**config.mk**
```make
export PLATFORM = sky130hd
export DESIGN_NAME = seg7_capture
export DESIGN_NICKNAME = d
export VERILOG_FILES = /design/src/rtl/seg7_pkg.sv /design/src/rtl/seg7_digit_dec.sv /design/src/rtl/seg7_capture.sv
export SDC_FILE = /design/constraint.sdc
export NUM_CORES = 1
export LEC_CHECK = 0
export CORE_MARGIN = 10
export CORE_UTILIZATION = 50
export CTS_BUF_LIST = sky130_fd_sc_hd__clkbuf_8
export DETAILED_ROUTE_END_ITERATION = 10
export PLACE_DENSITY = 0.75
export SLEW_MARGIN = 10
export SYNTH_ARGS = -nofsm -noshare
export SYNTH_HDL_FRONTEND = slang
export SYNTH_SLANG_ARGS = --single-unit
```
**constraint.sdc**
```tcl
create_clock -name clk -period 3 [get_ports clk]
set_input_delay 0.75 -clock clk [delete_from_list [all_inputs] [get_ports clk]]
set_output_delay 0.75 -clock clk [all_outputs]
set_load 0.01 [all_outputs]
```
**src/rtl/seg7_pkg.sv**
```systemverilog
// Shared constants for the 7-segment read-back path: active-low segment
// patterns (bit0=a .. bit6=g) and the capture FSM state encoding.
package seg7_pkg;

  localparam logic [6:0] SEG_0     = 7'h40;
  localparam logic [6:0] SEG_1     = 7'h79;
  localparam logic [6:0] SEG_2     = 7'h24;
  localparam logic [6:0] SEG_3     = 7'h30;
  localparam logic [6:0] SEG_4     = 7'h19;
  localparam logic [6:0] SEG_5     = 7'h12;
  localparam logic [6:0] SEG_6     = 7'h02;
  localparam logic [6:0] SEG_7     = 7'h78;
  localparam logic [6:0] SEG_8     = 7'h00;
  localparam logic [6:0] SEG_9     = 7'h18;
  localparam logic [6:0] SEG_A     = 7'h08;
  localparam logic [6:0] SEG_B     = 7'h03;
  localparam logic [6:0] SEG_C     = 7'h46;
  localparam logic [6:0] SEG_D     = 7'h21;
  localparam logic [6:0] SEG_E     = 7'h06;
  localparam logic [6:0] SEG_F     = 7'h0E;
  localparam logic [6:0] SEG_D_ALT = 7'h61;

  typedef enum logic [1:0] {
    EMPTY  = 2'd0,
    SETTLE = 2'd1,
    LOCKED = 2'd2
  } cap_state_e;

  // Bring a raw bus into the active-low domain the decode table is written in.
  function automatic logic [6:0] seg_to_active_low(input logic [6:0] raw,
                                                   input logic       active_low);
    return active_low ? raw : ~raw;
  endfunction

endpackage

```
**src/rtl/seg7_digit_dec.sv**
```systemverilog
// Inverse of the hex display encoder: one active-low segment pattern back to
// its nibble, flagging any pattern the encoder never produces.
module seg7_digit_dec
  import seg7_pkg::*;
(
  input  logic [6:0] seg,
  output logic [3:0] nibble,
  output logic       legal
);

  always_comb begin
    nibble = 4'h0;
    legal  = 1'b1;
    case (seg)
      SEG_0:     nibble = 4'h0;
      SEG_1:     nibble = 4'h1;
      SEG_2:     nibble = 4'h2;
      SEG_3:     nibble = 4'h3;
      SEG_4:     nibble = 4'h4;
      SEG_5:     nibble = 4'h5;
      SEG_6:     nibble = 4'h6;
      SEG_7:     nibble = 4'h7;
      SEG_8:     nibble = 4'h8;
      SEG_9:     nibble = 4'h9;
      SEG_A:     nibble = 4'hA;
      SEG_B:     nibble = 4'hB;
      SEG_C:     nibble = 4'hC;
      SEG_D:     nibble = 4'hD;
      SEG_D_ALT: nibble = 4'hD;
      SEG_E:     nibble = 4'hE;
      SEG_F:     nibble = 4'hF;
      default: begin
        nibble = 4'h0;
        legal  = 1'b0;
      end
    endcase
  end

endmodule

```
**src/rtl/seg7_capture.sv**
```systemverilog
// Recovers the 8-bit value shown on a two-digit 7-segment bus, committing a
// reading only after STABLE_CNT identical legal samples in a row.
module seg7_capture
  import seg7_pkg::*;
#(
  parameter int STABLE_CNT = 3,
  parameter bit SEG_INV    = 1'b1
) (
  input  logic       clk,
  input  logic       clr,
  input  logic       sample_en,
  input  logic [6:0] hex1,
  input  logic [6:0] hex0,
  output logic [7:0] value,
  output logic       valid,
  output logic       upd,
  output logic       err
);

  localparam int                STAB_W   = $clog2(STABLE_CNT + 1);
  localparam logic [STAB_W-1:0] STAB_MAX = STAB_W'(STABLE_CNT);
  localparam logic [STAB_W-1:0] STAB_ONE = STAB_W'(1);

  logic [6:0] seg1, seg0;
  logic [3:0] nib1, nib0;
  logic       legal1, legal0;
  logic [7:0] sample_pat;
  logic       sample_legal;

  cap_state_e        state_q, state_d;
  logic [7:0]        value_q, value_d;
  logic              valid_q, valid_d;
  logic              upd_q, upd_d;
  logic              err_q, err_d;
  logic [7:0]        cand_q, cand_d;
  logic [STAB_W-1:0] stab_q, stab_d;

  assign seg1 = seg_to_active_low(hex1, SEG_INV);
  assign seg0 = seg_to_active_low(hex0, SEG_INV);

  seg7_digit_dec u_dec1 (
    .seg    (seg1),
    .nibble (nib1),
    .legal  (legal1)
  );

  seg7_digit_dec u_dec0 (
    .seg    (seg0),
    .nibble (nib0),
    .legal  (legal0)
  );

  assign sample_pat   = {nib1, nib0};
  assign sample_legal = legal1 & legal0;

  always_ff @(posedge clk or posedge clr) begin
    if (clr) begin
      state_q <= EMPTY;
      value_q <= 8'h00;
      valid_q <= 1'b0;
      upd_q   <= 1'b0;
      err_q   <= 1'b0;
      cand_q  <= 8'h00;
      stab_q  <= '0;
    end else begin
      state_q <= state_d;
      value_q <= value_d;
      valid_q <= valid_d;
      upd_q   <= upd_d;
      err_q   <= err_d;
      cand_q  <= cand_d;
      stab_q  <= stab_d;
    end
  end

  // Commit is judged on the post-update stab/cand so the value appears the
  // cycle right after the STABLE_CNT-th matching strobe.
  always_comb begin
    state_d = state_q;
    value_d = value_q;
    valid_d = valid_q;
    cand_d  = cand_q;
    stab_d  = stab_q;
    upd_d   = 1'b0;
    err_d   = 1'b0;

    if (sample_en) begin
      if (!sample_legal) begin
        err_d = 1'b1;
        stab_d = '0;
        if (state_q == EMPTY || !valid_q) begin
          state_d = EMPTY;
        end else begin
          state_d = LOCKED;
        end
      end else begin
        if (sample_pat == cand_q && stab_q != '0) begin
          stab_d = (stab_q == STAB_MAX) ? STAB_MAX : stab_q + STAB_ONE;
        end else begin
          cand_d = sample_pat;
          stab_d = STAB_ONE;
        end

        if (stab_d == STAB_MAX && (!valid_q || cand_d != value_q)) begin
          value_d = cand_d;
          valid_d = 1'b1;
          upd_d   = 1'b1;
          state_d = LOCKED;
        end else if (valid_q && cand_d == value_q) begin
          state_d = LOCKED;
        end else begin
          state_d = SETTLE;
        end
      end
    end
  end

  assign value = value_q;
  assign valid = valid_q;
  assign upd   = upd_q;
  assign err   = err_q;

endmodule

```
* Word-level counts from Yosys, hierarchy flattened
Index checks and enable logic that the tools add are counted.
Cells by class: $add $sub $neg 1, equality and inequality tests 36, multiplexer cells 17, bitwise gates (word level) 1, reduce and logical (&&, ||, !) cells 13
Operator list (number):
- 4-bit one-hot mux with 15 select lines | 2
- 7-bit == test (second input constant) | 10
- 7-bit by 5-bit == test with 1-bit output (second input constant) | 6
- 7-bit by 6-bit == test with 1-bit output (second input constant) | 6
- 17-bit OR reduction | 2
- 7-bit by 2-bit == test with 1-bit output (second input constant) | 4
- 7-bit by 4-bit == test with 1-bit output (second input constant) | 4
- 8-bit 2-to-1 mux | 3
- 7-bit by 3-bit == test with 1-bit output (second input constant) | 2
- 7-bit logical NOT | 2
- 2-bit 2-to-1 mux | 5
- 8-bit == test | 1
- 8-bit inequality test | 1
- 1-bit 2-to-1 mux | 7
- 2-bit == test (second input constant) | 2
- 2-bit OR reduction | 2
- 3-bit AND reduction | 1
- 2-bit by 1-bit adder with 2-bit output (second input constant) | 1
- 1-bit logical AND | 2
- 2-bit AND reduction | 1
- 2-bit nonzero test | 1
- 1-bit bitwise AND | 1
- 1-bit logical NOT | 1
- 1-bit logical OR | 1
Storage, ports and cells: bits in registers 21, input port bits 17, output and inout bits 11, word-level logic and storage cells 74

* Logic depth before layout (Yosys ltp)
word-level depth 14, depth in mapped cells 10, mapped depth without buffers 8

* Hierarchy
From an unflattened synthesis, not the netlist that was laid out.
Unflattened totals: cells, all modules 190, area, all modules 1749.2 um^2
By module, submodules not included:
- seg7_capture | instances 1, cells an instance 78, area each 1006.0 um^2, seq. area each 525.5 um^2
- seg7_digit_dec | instances 2, cells an instance 56, area each 371.6 um^2, seq. area each 0.0 um^2

* Worst setup path after synthesis
Ideal clock, no wire load.
kind input to register, start point in hex1[6], end point reg value_q[5] (netlist: value[5]), library setup time 128 ps, arrival 3250 ps, setup slack -378 ps, stages on the path 8, cell sequence clkbuf_1 or3_1 o311ai_0 xor2_1 or3_1 nor4_4 nand4b_4 mux2_1
Between the ends: cells in the longest elaborated chain, start to end 12, elaborated cells on any way between the ends 35, those cells by class eq/ne: 19; mux: 8; bitwise: 1; reduce/logical: 7
Ends and longest elaborated chain:
- from (decl) | RTL line seg7_capture.sv:12 | input logic [6:0] hex1,
- 7-bit by 6-bit == test with 1-bit output or 7-bit == test (tied branches) | RTL line seg7_digit_dec.sv:14 | case (seg)
- 2-bit OR reduction (no source line)
- 4-bit one-hot mux with 15 select lines | RTL line seg7_digit_dec.sv:14
- 8-bit == test | RTL line seg7_capture.sv:97 | if (sample_pat == cand_q && stab_q != '0) begin
- 1-bit logical AND | RTL line seg7_capture.sv:97
- 8-bit 2-to-1 mux | RTL line seg7_capture.sv:97
- 8-bit 2-to-1 mux | RTL line seg7_capture.sv:88 | if (!sample_legal) begin
- 8-bit 2-to-1 mux | RTL line seg7_capture.sv:87 | if (sample_en) begin
- 8-bit inequality test | RTL line seg7_capture.sv:104 | if (stab_d == STAB_MAX && (!valid_q || cand_d != value_q)) begin
- 1-bit logical OR | RTL line seg7_capture.sv:104
- 1-bit logical AND | RTL line seg7_capture.sv:104
- 3-bit AND reduction (no source line)
- to (signal assigned) | RTL line seg7_capture.sv:67 | value_q <= value_d;
- to (decl) | RTL line seg7_capture.sv:31 | logic [7:0] value_q, value_d;
Several ways; a longest one is shown, not always the timed one. The select of a mux whose other input is x is not followed. A chain may end at the register's enable or synchronous reset.

* Worst setup path after layout
start point in hex0[5], end point reg value_q[1] (netlist: value[1])
Between the ends: cells in the longest elaborated chain, start to end 12, elaborated cells on any way between the ends 35, those cells by class eq/ne: 19; mux: 8; bitwise: 1; reduce/logical: 7
Ends and longest elaborated chain:
- from (decl) | RTL line seg7_capture.sv:13 | input logic [6:0] hex0,
- 7-bit by 6-bit == test with 1-bit output or 7-bit == test (tied branches) | RTL line seg7_digit_dec.sv:14
- 2-bit OR reduction (no source line)
- 4-bit one-hot mux with 15 select lines | RTL line seg7_digit_dec.sv:14
- 8-bit == test | RTL line seg7_capture.sv:97
- 1-bit logical AND | RTL line seg7_capture.sv:97
- 8-bit 2-to-1 mux | RTL line seg7_capture.sv:97
- 8-bit 2-to-1 mux | RTL line seg7_capture.sv:88
- 8-bit 2-to-1 mux | RTL line seg7_capture.sv:87
- 8-bit inequality test | RTL line seg7_capture.sv:104
- 1-bit logical OR | RTL line seg7_capture.sv:104
- 1-bit logical AND | RTL line seg7_capture.sv:104
- 3-bit AND reduction (no source line)
Several ways; a longest one is shown, not always the timed one. The select of a mux whose other input is x is not followed.

==> metrics.txt <==
Startpoint Class=primary input; layout cell share with drive strength beyond 1=47.0%; setup TNS=-1.37 ns; total wire length=6680 µm; wire length per cell=19.0 µm; total number of vias=2155; met2 Track Usage GR=32.0%; Synth Warn #=0; RSZ-0062 raised after global routing=yes; worst path bufs/invs=3; DRT Pass-1 Iters=4; Reg clk slew, reported paths=0.08 ns; Least-Margin Pin Slew=0.806 ns; peak supply drop=0.000158 V; Final Hold Viols=0; Ports=28; number of flops mapped to enable cells by yosys=0; Final ANT Viol Nets=0; Final setup viols=9; Largest delay share family, worst path=simple AND/OR/NAND/NOR gates; Hold EP=cand_q[1]; nets=322; max_cap viols=0; power per cell area=253 mW/mm²; WS Path Type=primary input to flip-flop; hold path cells=1; port bufs=27; reg2reg path depth=7; commonest non-fill, non-tap cell in the layout=buf_4; Layout Skew=0.00552 ns; die area=0.00652 mm²; Max Root-Sink Buffers=2; Top FF cell, synth=dfrtp_1; met1 usage=22.9%; crit-path max FO=6; Iter 0 DRT Violations=182; distinct cell type count after synthesis=53; final total power=755 µW; die height=80.7 µm; Critical Path End Type=flip-flop; async set-reset flop share out of synthesis=100%; sequential area share after synthesis=28.5%; Slew HR=46.2%; Via density=6.12; vias in the first global route=2044; simple-gate share of the synthesized area=32.0%; die width=80.7 µm; Synth Area in Adders=0%; dpl hpwl=4100 µm; Slew Viols, Final=0; Worst Hold Launch=cand_q[1]; reg2reg start=cand_q[3]; largest net degree at the start of global routing=22; Cells after Synth=214; antenna cells=0; GR peak layer=met2; data arrival time of the worst path=3.34 ns; Syn Std Cell Area=0.00184 mm²; run status=complete, but fails checks; # DRC=0; Hold Crit Class=flip-flop to flip-flop; slowest CP cell=or4_4; violated checks=negative setup slack; row count=22; Avg Cell Area, Syn=8.62 µm²; crit share post-route=106%; origin of the worst setup path=hex0[5]; global-route wire length before repair=9830 µm; initial antenna violation count=0; GRT Residual Overflow=0; Tmin final=3.19 ns; Num CTS Buffers=3; most frequent cells in the layout=69 x buf_4, 21 x dfrtp_1, 15 x nor2_1, 13 x clkdlybuf4s50_1; Global Route Usage Sum=18.4%; xor/xnor share of the synthesized area=8.55%; Starting Density=51.1%; Fillers=202; critical path, cell by cell=buf_4 > or3b_4 > or4_4 > buf_6 > nand3_4 > mux2i_4 > xnor2_2 > nor4_4 > buf_4 > nand4b_4 > mux2_4; Fmax=0.313 GHz; worst r2r dst=value[1]; crit-path max cell delay=0.56 ns; routability cong.=0.913; Clock Sinks=21; Placeable Area=0.00361 mm²; H-tree Lvls=1; multiplexer share of the synthesized area=11.4%; area grow syn2layout=62.0%; Net Count, Synth=231; final worst slack=-0.193 ns; required time worst endpoint=3.15 ns; met3 Resource Use GR=2.43%; leak pwr=0.00144 µW; Worst path most repeated cell=buf_4; CTS tree=built; CTS Root Cell=clkbuf_8; post-synthesis compound-gate area fraction=14.9%; Reg2Reg Setup Slack=0.57 ns; synthesized flop and latch total=21; main combinational cell family by area after synthesis=simple AND/OR/NAND/NOR gates; Clock Latency Late Sink=0.27 ns
cell type report:
type | count | area, µm² | share of cell area [%]
clock buffer | 3 | 41.3 | 1.38
clock inverter | 1 | 5.00 | 0.168
inverter | 7 | 26.3 | 0.879
multi-input combinational | 171 | 1520 | 51.0
sequential | 21 | 526 | 17.6
tap | 48 | 60.1 | 2.01
timing repair buffer | 101 | 807 | 27.0
power by group:
part / switching, µW / internal [µW]
logic: 137 / 129
clock network: 98.2 / 92.8
registers: 5.56 / 293
layer usage:
layer	part of all wire (%)	vias up
met3	2.9	19
met1	42	1074
met4	2.4	0
met5	0	-
met2	53	72
li1	-	990
synth_stat cells (2+ instances only):
cell type / n / area share (%)
a21boi_0: 2 / 0.81
a21oi_1: 5 / 1.4
a22oi_1: 2 / 0.81
and2_1: 2 / 0.68
and3b_1: 2 / 0.95
and4_1: 2 / 0.95
buf_1: 2 / 0.41
clkbuf_1: 14 / 2.8
dfrtp_1: 21 / 28
inv_1: 7 / 1.4
mux2_1: 3 / 1.8
mux2_2: 13 / 7.9
mux2i_1: 3 / 1.6
nand2_1: 13 / 2.6
nand2b_1: 2 / 0.68
nand3_1: 11 / 3.0
nand3b_1: 2 / 0.81
nand4_1: 2 / 0.68
nor2_1: 15 / 3.1
nor2b_1: 2 / 0.68
nor3_1: 7 / 1.9
nor3b_1: 5 / 2.0
nor4_1: 5 / 1.7
nor4b_1: 4 / 1.9
nor4bb_1: 4 / 2.2
o21ai_0: 9 / 2.4
o22ai_1: 2 / 0.68
o311ai_0: 2 / 0.95
o31ai_1: 3 / 1.2
or2_2: 2 / 0.68
or3_1: 3 / 1.0
or3b_2: 2 / 0.95
or4_1: 5 / 2.0
xnor2_1: 5 / 2.4
xor2_1: 13 / 6.2
metrics by stage:
step	instances	instance area [µm²]	setup WS [ns]	util [%]	hold slack (ns)
final	352	2990	-0.193	82.9	0.530
after global placement	330	2600	-0.838	72.0	0.483
after CTS	344	2820	-0.221	78.2	0.532
after floorplan	214	1910	-0.201	-	0.470
after detailed placement	330	2600	-0.916	72.0	0.502
after global routing	352	2990	-0.290	82.9	0.568
sequential cells by signal, indices dropped and copies added, names as in the netlist:
| signal | cells |
|---|---|
| cand_q | 8 |
| err | 1 |
| stab_q | 2 |
| upd | 1 |
| valid | 1 |
| value | 8 |
how the worst max path moves through the flow:
stage                     to  slack, ns  depth (start not counted)
global route        value[1]      -0.29                         11
global placement    value[5]      -0.84                          9
floorplan           value[5]      -0.20                          8
detailed placement  value[5]      -0.92                          9
CTS                 value[5]      -0.22                         10
finish              value[1]      -0.19                         11
timing repair:
item,CTS,global route
cloned,1,0
hold endpoints to repair,0,0
setup buffers,9,8
resized for setup,61,35
setup endpoints to repair,12,12
hold buffers,0,0
pin swaps,16,11
logic make-up (layout without fill, tap and decap cells):
group                     after synthesis  count (layout)
buffers and inverters                  23             112
DFF                                    21              21
xor gates and xnor gates               18              18
AOI/OAI and AO/OA                      39              39
muxes                                  19              19
and+or+nand+nor                        94              95
(Power assumes the default switching activity.)
